### src/rtl/display_pkg.sv
`default_nettype none
//==============================================================================
// Module : display_pkg
// Brief  : Shared FSM states, digit codes, segment patterns and BCD helper.
// Rev    : 1.0 - initial release
//==============================================================================
package display_pkg;

    typedef enum logic [1:0] {
        ST_IDLE  = 2'd0,
        ST_SHIFT = 2'd1,
        ST_DONE  = 2'd2
    } state_t;

    // Internal digit codes: 0-9 are numerals, plus two symbols.
    localparam logic [3:0] c_DIG_DASH  = 4'hA;
    localparam logic [3:0] c_DIG_BLANK = 4'hF;

    // Active-low segment patterns, bit order {g,f,e,d,c,b,a}.
    localparam logic [6:0] c_SEG_0     = 7'h40;
    localparam logic [6:0] c_SEG_1     = 7'h79;
    localparam logic [6:0] c_SEG_2     = 7'h24;
    localparam logic [6:0] c_SEG_3     = 7'h30;
    localparam logic [6:0] c_SEG_4     = 7'h19;
    localparam logic [6:0] c_SEG_5     = 7'h12;
    localparam logic [6:0] c_SEG_6     = 7'h02;
    localparam logic [6:0] c_SEG_7     = 7'h78;
    localparam logic [6:0] c_SEG_8     = 7'h00;
    localparam logic [6:0] c_SEG_9     = 7'h10;
    localparam logic [6:0] c_SEG_DASH  = 7'h3F;
    localparam logic [6:0] c_SEG_BLANK = 7'h7F;

    // "0" on the rightmost digit, everything else dark.
    localparam logic [31:0] c_BUF_RESET = 32'hFFFF_FFF0;

    // A sign needs one of the eight positions, leaving seven for magnitude.
    localparam logic [24:0] c_NEG_MAX = 25'd9999999;

    // One double-dabble step: correct nibbles >= 5, then shift {bcd, bin} left.
    function automatic logic [56:0] dabble_step(input logic [31:0] bcd,
                                                input logic [24:0] bin);
        logic [31:0] adj;
        adj = bcd;
        for (int n = 0; n < 8; n++) begin
            if (bcd[n*4 +: 4] >= 4'd5) begin
                adj[n*4 +: 4] = bcd[n*4 +: 4] + 4'd3;
            end
        end
        return {adj[30:0], bin, 1'b0};
    endfunction

endpackage
`default_nettype wire

### src/rtl/seg7_encode.sv
`default_nettype none
//==============================================================================
// Module : seg7_encode
// Brief  : Digit code to active-low seven-segment pattern (combinational).
// Rev    : 1.0 - initial release
//==============================================================================
module seg7_encode
    import display_pkg::*;
(
    input  logic [3:0] i_digit,
    output logic [6:0] o_seg
);

    always_comb begin
        o_seg = c_SEG_BLANK;
        case (i_digit)
            4'd0:       o_seg = c_SEG_0;
            4'd1:       o_seg = c_SEG_1;
            4'd2:       o_seg = c_SEG_2;
            4'd3:       o_seg = c_SEG_3;
            4'd4:       o_seg = c_SEG_4;
            4'd5:       o_seg = c_SEG_5;
            4'd6:       o_seg = c_SEG_6;
            4'd7:       o_seg = c_SEG_7;
            4'd8:       o_seg = c_SEG_8;
            4'd9:       o_seg = c_SEG_9;
            c_DIG_DASH: o_seg = c_SEG_DASH;
            default:    o_seg = c_SEG_BLANK;
        endcase
    end

endmodule
`default_nettype wire

### src/rtl/seg7_scan_driver.sv
`default_nettype none
//==============================================================================
// Module : seg7_scan_driver
// Brief  : Signed-magnitude to BCD converter driving a multiplexed 8-digit
//          seven-segment display.
// Rev    : 1.0 - initial release
//==============================================================================
module seg7_scan_driver
    import display_pkg::*;
#(
    parameter int SCAN_DIV = 50000
) (
    input  logic        clk,
    input  logic        rst_n,
    input  logic [24:0] abs_num,
    input  logic        neg,
    output logic [7:0]  an,
    output logic [6:0]  seg,
    output logic [31:0] bcd,
    output logic        bcd_valid,
    output logic        busy,
    output logic        ovf
);

    localparam int              c_CNT_W     = (SCAN_DIV > 2) ? $clog2(SCAN_DIV) : 1;
    localparam logic [c_CNT_W-1:0] c_SCAN_LAST = c_CNT_W'(SCAN_DIV - 1);
    localparam logic [4:0]      c_LAST_STEP = 5'd24;

    state_t              r_state;
    logic                r_load;
    logic [4:0]          r_step;
    logic                r_snap_neg;
    logic [24:0]         r_snap_num;
    logic [24:0]         r_bin_work;
    logic [31:0]         r_bcd_work;
    logic [31:0]         r_bcd;
    logic                r_bcd_valid;
    logic                r_busy;
    logic                r_ovf;
    logic [7:0][3:0]     r_buf;

    logic [56:0]         w_step;
    logic [31:0]         w_bcd_final;
    logic                w_ovf;
    logic [7:0][3:0]     w_buf;
    int                  w_msd;

    logic [c_CNT_W-1:0]  r_scan_cnt;
    logic [2:0]          r_idx;
    logic [7:0]          r_an;
    logic [6:0]          r_seg;
    logic [3:0]          w_cur_code;
    logic [6:0]          w_cur_seg;

    assign w_step      = dabble_step(r_bcd_work, r_bin_work);
    assign w_bcd_final = w_step[56:25];
    assign w_ovf       = r_snap_neg && (r_snap_num > c_NEG_MAX);

    // Display image of the value finishing conversion this cycle.
    always_comb begin
        w_msd = 0;
        w_buf = {8{c_DIG_BLANK}};
        for (int i = 1; i < 8; i++) begin
            if (w_bcd_final[i*4 +: 4] != 4'd0) begin
                w_msd = i;
            end
        end
        for (int i = 0; i < 8; i++) begin
            if (w_ovf) begin
                w_buf[i] = c_DIG_DASH;
            end else if (i <= w_msd) begin
                w_buf[i] = w_bcd_final[i*4 +: 4];
            end else if (r_snap_neg && (i == w_msd + 1)) begin
                w_buf[i] = c_DIG_DASH;
            end else begin
                w_buf[i] = c_DIG_BLANK;
            end
        end
    end

    // Conversion FSM. Capture happens in IDLE; work registers load from the
    // snapshot on the following edge, so a stable snapshot feeds every step.
    always_ff @(posedge clk or negedge rst_n) begin
        if (!rst_n) begin
            r_state     <= ST_IDLE;
            r_load      <= 1'b0;
            r_step      <= 5'd0;
            r_snap_neg  <= 1'b0;
            r_snap_num  <= 25'd0;
            r_bin_work  <= 25'd0;
            r_bcd_work  <= 32'd0;
            r_bcd       <= 32'd0;
            r_bcd_valid <= 1'b0;
            r_busy      <= 1'b0;
            r_ovf       <= 1'b0;
            r_buf       <= c_BUF_RESET;
        end else begin
            r_bcd_valid <= 1'b0;
            case (r_state)
                ST_IDLE: begin
                    if (r_load) begin
                        r_load     <= 1'b0;
                        r_bin_work <= r_snap_num;
                        r_bcd_work <= 32'd0;
                        r_step     <= 5'd0;
                        r_busy     <= 1'b1;
                        r_state    <= ST_SHIFT;
                    end else if ({neg, abs_num} != {r_snap_neg, r_snap_num}) begin
                        r_snap_neg <= neg;
                        r_snap_num <= abs_num;
                        r_load     <= 1'b1;
                    end
                end
                ST_SHIFT: begin
                    r_bcd_work <= w_step[56:25];
                    r_bin_work <= w_step[24:0];
                    if (r_step == c_LAST_STEP) begin
                        // Results become visible for the single DONE cycle.
                        r_bcd       <= w_bcd_final;
                        r_bcd_valid <= 1'b1;
                        r_ovf       <= w_ovf;
                        r_buf       <= w_buf;
                        r_state     <= ST_DONE;
                    end else begin
                        r_step <= r_step + 5'd1;
                    end
                end
                ST_DONE: begin
                    r_busy  <= 1'b0;
                    r_state <= ST_IDLE;
                end
                default: begin
                    r_busy  <= 1'b0;
                    r_state <= ST_IDLE;
                end
            endcase
        end
    end

    assign w_cur_code = r_buf[r_idx];

    seg7_encode u_seg7_encode (
        .i_digit (w_cur_code),
        .o_seg   (w_cur_seg)
    );

    // Scan timing runs free of the converter; a digit's pattern is latched
    // once at the start of its slot so buffer updates land on the next digit.
    always_ff @(posedge clk or negedge rst_n) begin
        if (!rst_n) begin
            r_scan_cnt <= '0;
            r_idx      <= 3'd0;
            r_an       <= 8'hFF;
            r_seg      <= c_SEG_BLANK;
        end else begin
            if (r_scan_cnt == c_SCAN_LAST) begin
                r_scan_cnt <= '0;
                r_idx      <= r_idx + 3'd1;
            end else begin
                r_scan_cnt <= r_scan_cnt + 1'b1;
            end
            if (r_scan_cnt == '0) begin
                r_an  <= ~(8'd1 << r_idx);
                r_seg <= w_cur_seg;
            end
        end
    end

    assign an        = r_an;
    assign seg       = r_seg;
    assign bcd       = r_bcd;
    assign bcd_valid = r_bcd_valid;
    assign busy      = r_busy;
    assign ovf       = r_ovf;

endmodule
`default_nettype wire

### config.mk
export PLATFORM = sky130hd
export DESIGN_NAME = seg7_scan_driver
export DESIGN_NICKNAME = d
export VERILOG_FILES = /design/src/rtl/display_pkg.sv /design/src/rtl/seg7_encode.sv /design/src/rtl/seg7_scan_driver.sv
export SDC_FILE = /design/constraint.sdc
export NUM_CORES = 1
export LEC_CHECK = 0
export ABC_AREA = 1
export CORE_UTILIZATION = 50
export CTS_CLUSTER_SIZE = 28
export DETAILED_ROUTE_END_ITERATION = 8
export PLACE_DENSITY = 0.7
export RECOVER_POWER = 50
export SKIP_LAST_GASP = 1
export SLEW_MARGIN = 15
export SYNTH_ARGS = -nofsm -noshare
export SYNTH_HDL_FRONTEND = slang
export SYNTH_SLANG_ARGS = --single-unit
### constraint.sdc
create_clock -name clk -period 3 [get_ports clk]
set_input_delay 0.6 -clock clk [delete_from_list [all_inputs] [get_ports clk]]
set_output_delay 0.6 -clock clk [all_outputs]
set_load 0.01 [all_outputs]
==> flow_summary.yaml <==
placed_design:
  dp_cells: 1556
  pre_cts_ws_ps: -1.74
  i_o_buffers: 77
  finalWeightedCongestion: 0.893
  place.detailed.hpwl_um: 17000
floorplan:
  initial_utilization_pct: 51.3
  dieHeight_um: 144
  core-area_mm2: 0.0195
  row_count: 51
  die_area_mm2: 0.0206
  design.portCount: 78
  die_w_um: 144
yosys:
  yosysWarningCount: 0
  synthDistinctLibCells: 50
  synthTopCellsByCount: "nand2_1, inv_1, dfrtp_1"
  synthesized_netlist_net_count: 1282
  netlist_area_mm2: 0.0100
  ys_top_cells_by_area: "dfrtp_1, dfstp_2, nand2_1"
  synthDominantAreaCellType: "dfrtp_1"
  postSynthAreaPerCell_um2: 8.21
  synth_flop_cell: "dfrtp_1"
  cell_with_the_most_instances_after_synthesis: "nand2_1"
  synth_seq_cells: 192
  seq_area_frac_synth_pct: 48.5
  count_of_flip_flops_with_a_built_in_enable_after_synthesis: 0
  postSynthCellCount: 1221
  yosys.area.top_type_share_pct: 37.2
  proportion_of_register_bits_with_asynchronous_set_or_reset_after_synthesis_pct: 100
sta:
  hold-worst-slack_ps: 469
  finalWorstSetupSlack_ps: 112
  timing_hold_violations_final: 0
  grt_setup_unrepaired: "true"
  clock_skew_ps: 14.0
  finalSetupViolCount: 0
  period_needed_ps: 2890
  timing.final.crit_share_pct: 96.3
  slew_viol_final: 60
  max_freq_mhz: 346
  timing_worst_slew_pin_value_ps: 1510
  slew_headroom_pct: -0.442
setup_path:
  worst-path-max-fanout: 5
  worst_ep_arrival_time_ps: 3250
  critical_path.startpoint_type: "flip-flop"
  criticalPathCategory: "flip-flop to flip-flop"
  cp_required_ps: 3360
  cp-end-kind: "flip-flop"
global_routing:
  antenna_found_initial: 0
  grt_util_all_layers_pct: 24.6
  grt_max_degree: 66
  first_global_vias: 8044
  grt_first_pass_wirelength_um: 39300
  overflow: 0
route:
  drt_wl_total_um: 24100
  routedWlPerCell_um: 15.1
  drt_iter0_markers: 629
  route.antenna.remaining_nets: 0
  drt-vias-per-instance: 5.30
  post-route-drc-count: 0
  firstDrtPassIters: 5
  num_vias: 8476
cts:
  clk-insertion-delay-late_ps: 440
  clkSinkCount: 192
  ctsRootBufferMaster: "clkbuf_16"
  post_cts_hold_buffer_count: 0
  numCtsBuffers: 17
  h-tree-depth: 4
  cts.clk_slew.worst_paths_ps: 70
  cts_tree: "yes"
  cts_buffer_depth: 2
cells_and_area:
  fin_nets: 1383
  instances_no_fill: 1600
  final_layout_size_suffix_gt1_share_pct: 15.0
  syn2layout_area_growth_pct: 19.4
  n_antenna_cell: 0
outcome:
  outcome: "finished, violations left"
  failed_checks: "max-capacitance violations, max-slew violations"
job:
  cap_viol_max_count: 1
power:
  power_density_mw_per_mm2: 634
  power_leakage_uw: 0.00574
  worst_ir_drop_vdd_mv: 0.418
min_path:
  worstHoldPathType: "flip-flop to flip-flop"
-- worst max-delay path: stages (launching register included) --
cell and delay [ps]:
dfrtp_1 430, inv_2 70, ha_1 220, inv_1 70
nand2_2 90, nand3_4 90, nand2_2 60, nand2_1 90
nand2_1 70, nor2_2 150, nand2_1 70, nand2_1 50
nand2_1 40, nand2_1 60, nand2_2 100, nand2_4 100
nand2_2 60, inv_1 50, ha_1 230, buf_4 140
nor3_1 240, nand3_1 170, nand2_1 110, nand2_1 50
-- timing repair --
action | CTS | global route
buffers inserted | 0 | 12
endpoints found under the setup margin | 3 | 14
gates resized for setup | 2 | 43
pin swaps | 0 | 16
hold endpoints to repair | 0 | 0
-- cells by family (layout without fill, tap and decap cells) --
logic type	after synthesis	in the layout	synth area share [%]
AND/OR/NAND/NOR	501	501	22.5
buffers and inverters	221	335	8.48
XOR/XNOR	25	25	2.19
adder cells (fa/ha/maj)	33	33	4.12
flip-flops	192	192	48.5
AO/OA/AOI/OAI	249	249	14.2
-- worst paths after layout --
check / from / endpoint / slack [ps] / cells past startpoint
min: seg[6] / seg[6] / 470 / 2
max: r_bcd_work[8] / r_buf[14] / 110 / 23
max reg2reg: r_bcd_work[8] / r_buf[14] / 110 / 23
min reg2reg: seg[6] / seg[6] / 470 / 2
min in group asynchronous: rst_n / bcd[12] / 530 / 1
max in group asynchronous: rst_n / r_scan_cnt[4] / 680 / 2
-- flip-flops by register name, indices dropped and copies added (netlist names) --
name        count
r_buf          32
r_state         2
seg             7
r_load          1
r_snap_num     25
r_idx           3
r_scan_cnt     16
bcd            32
r_step          5
an              8
r_bin_work     25
busy            1
r_bcd_work     32
r_snap_neg      1
bcd_valid       1
ovf             1
-- layout by cell type, fill, tap and decap left out, types with 3 or more instances in the layout --
cell type,synthesis,layout
a21oi_1,41,41
a31oi_1,15,15
buf_4,1,36
clkbuf_1,26,7
clkbuf_16,0,20
clkdlybuf4s50_1,0,76
dfrtp_1,149,149
dfstp_2,43,43
ha_1,33,31
inv_1,176,164
inv_2,7,18
inv_6,0,3
nand2_1,253,237
nand2_2,7,22
nand2_4,2,3
nand3_1,43,40
nand3_2,9,10
nand3_4,2,4
nand4_1,29,29
nor2_1,116,115
nor2_2,6,7
nor3_1,9,8
nor3_2,3,4
nor4_1,8,9
o211ai_1,26,26
o21ai_0,118,118
o21ai_1,5,5
o21ai_2,4,4
o22ai_1,28,28
or2_2,6,5
xnor2_1,17,17
xor2_1,8,8
-- layout make-up --
class | instances | area (um2)
fillers | 1713 | 7570
flip-flops and latches | 192 | 4860
repair buffers | 119 | 1080
well taps | 265 | 332
multi-input cells | 808 | 4410
clock buffers | 26 | 543
clock inverters | 6 | 43.8
inverters | 184 | 696
-- per-layer routing --
metal	GRT usage (%)	wire, um
met1	34.4	11500
met2	38.9	11100
met3	4.53	1010
met4	7.73	444
met5	0	0
-- power breakdown --
part	total (uW)	switching (uW)	internal [uW]
Sequential	2900	155	2750
Combinational	2420	1500	923
Clock	2260	999	1260
-- metrics by stage --
stage / setup TNS, ps / cell area, um2 / power (uW) / utilization (%)
2_1_floorplan: 0 / 10000 / 4260 / -
3_3_place_gp: 0 / 11200 / 4970 / 57.5
3_5_place_dp: -1.74 / 11200 / 5010 / 57.5
4_1_cts: 0 / 11800 / 7290 / 60.5
5_1_grt: -361 / 12000 / 7990 / 61.2
6_report: 0 / 12000 / 7590 / 61.2
Note: power is estimated with default switching activity, not from simulation.
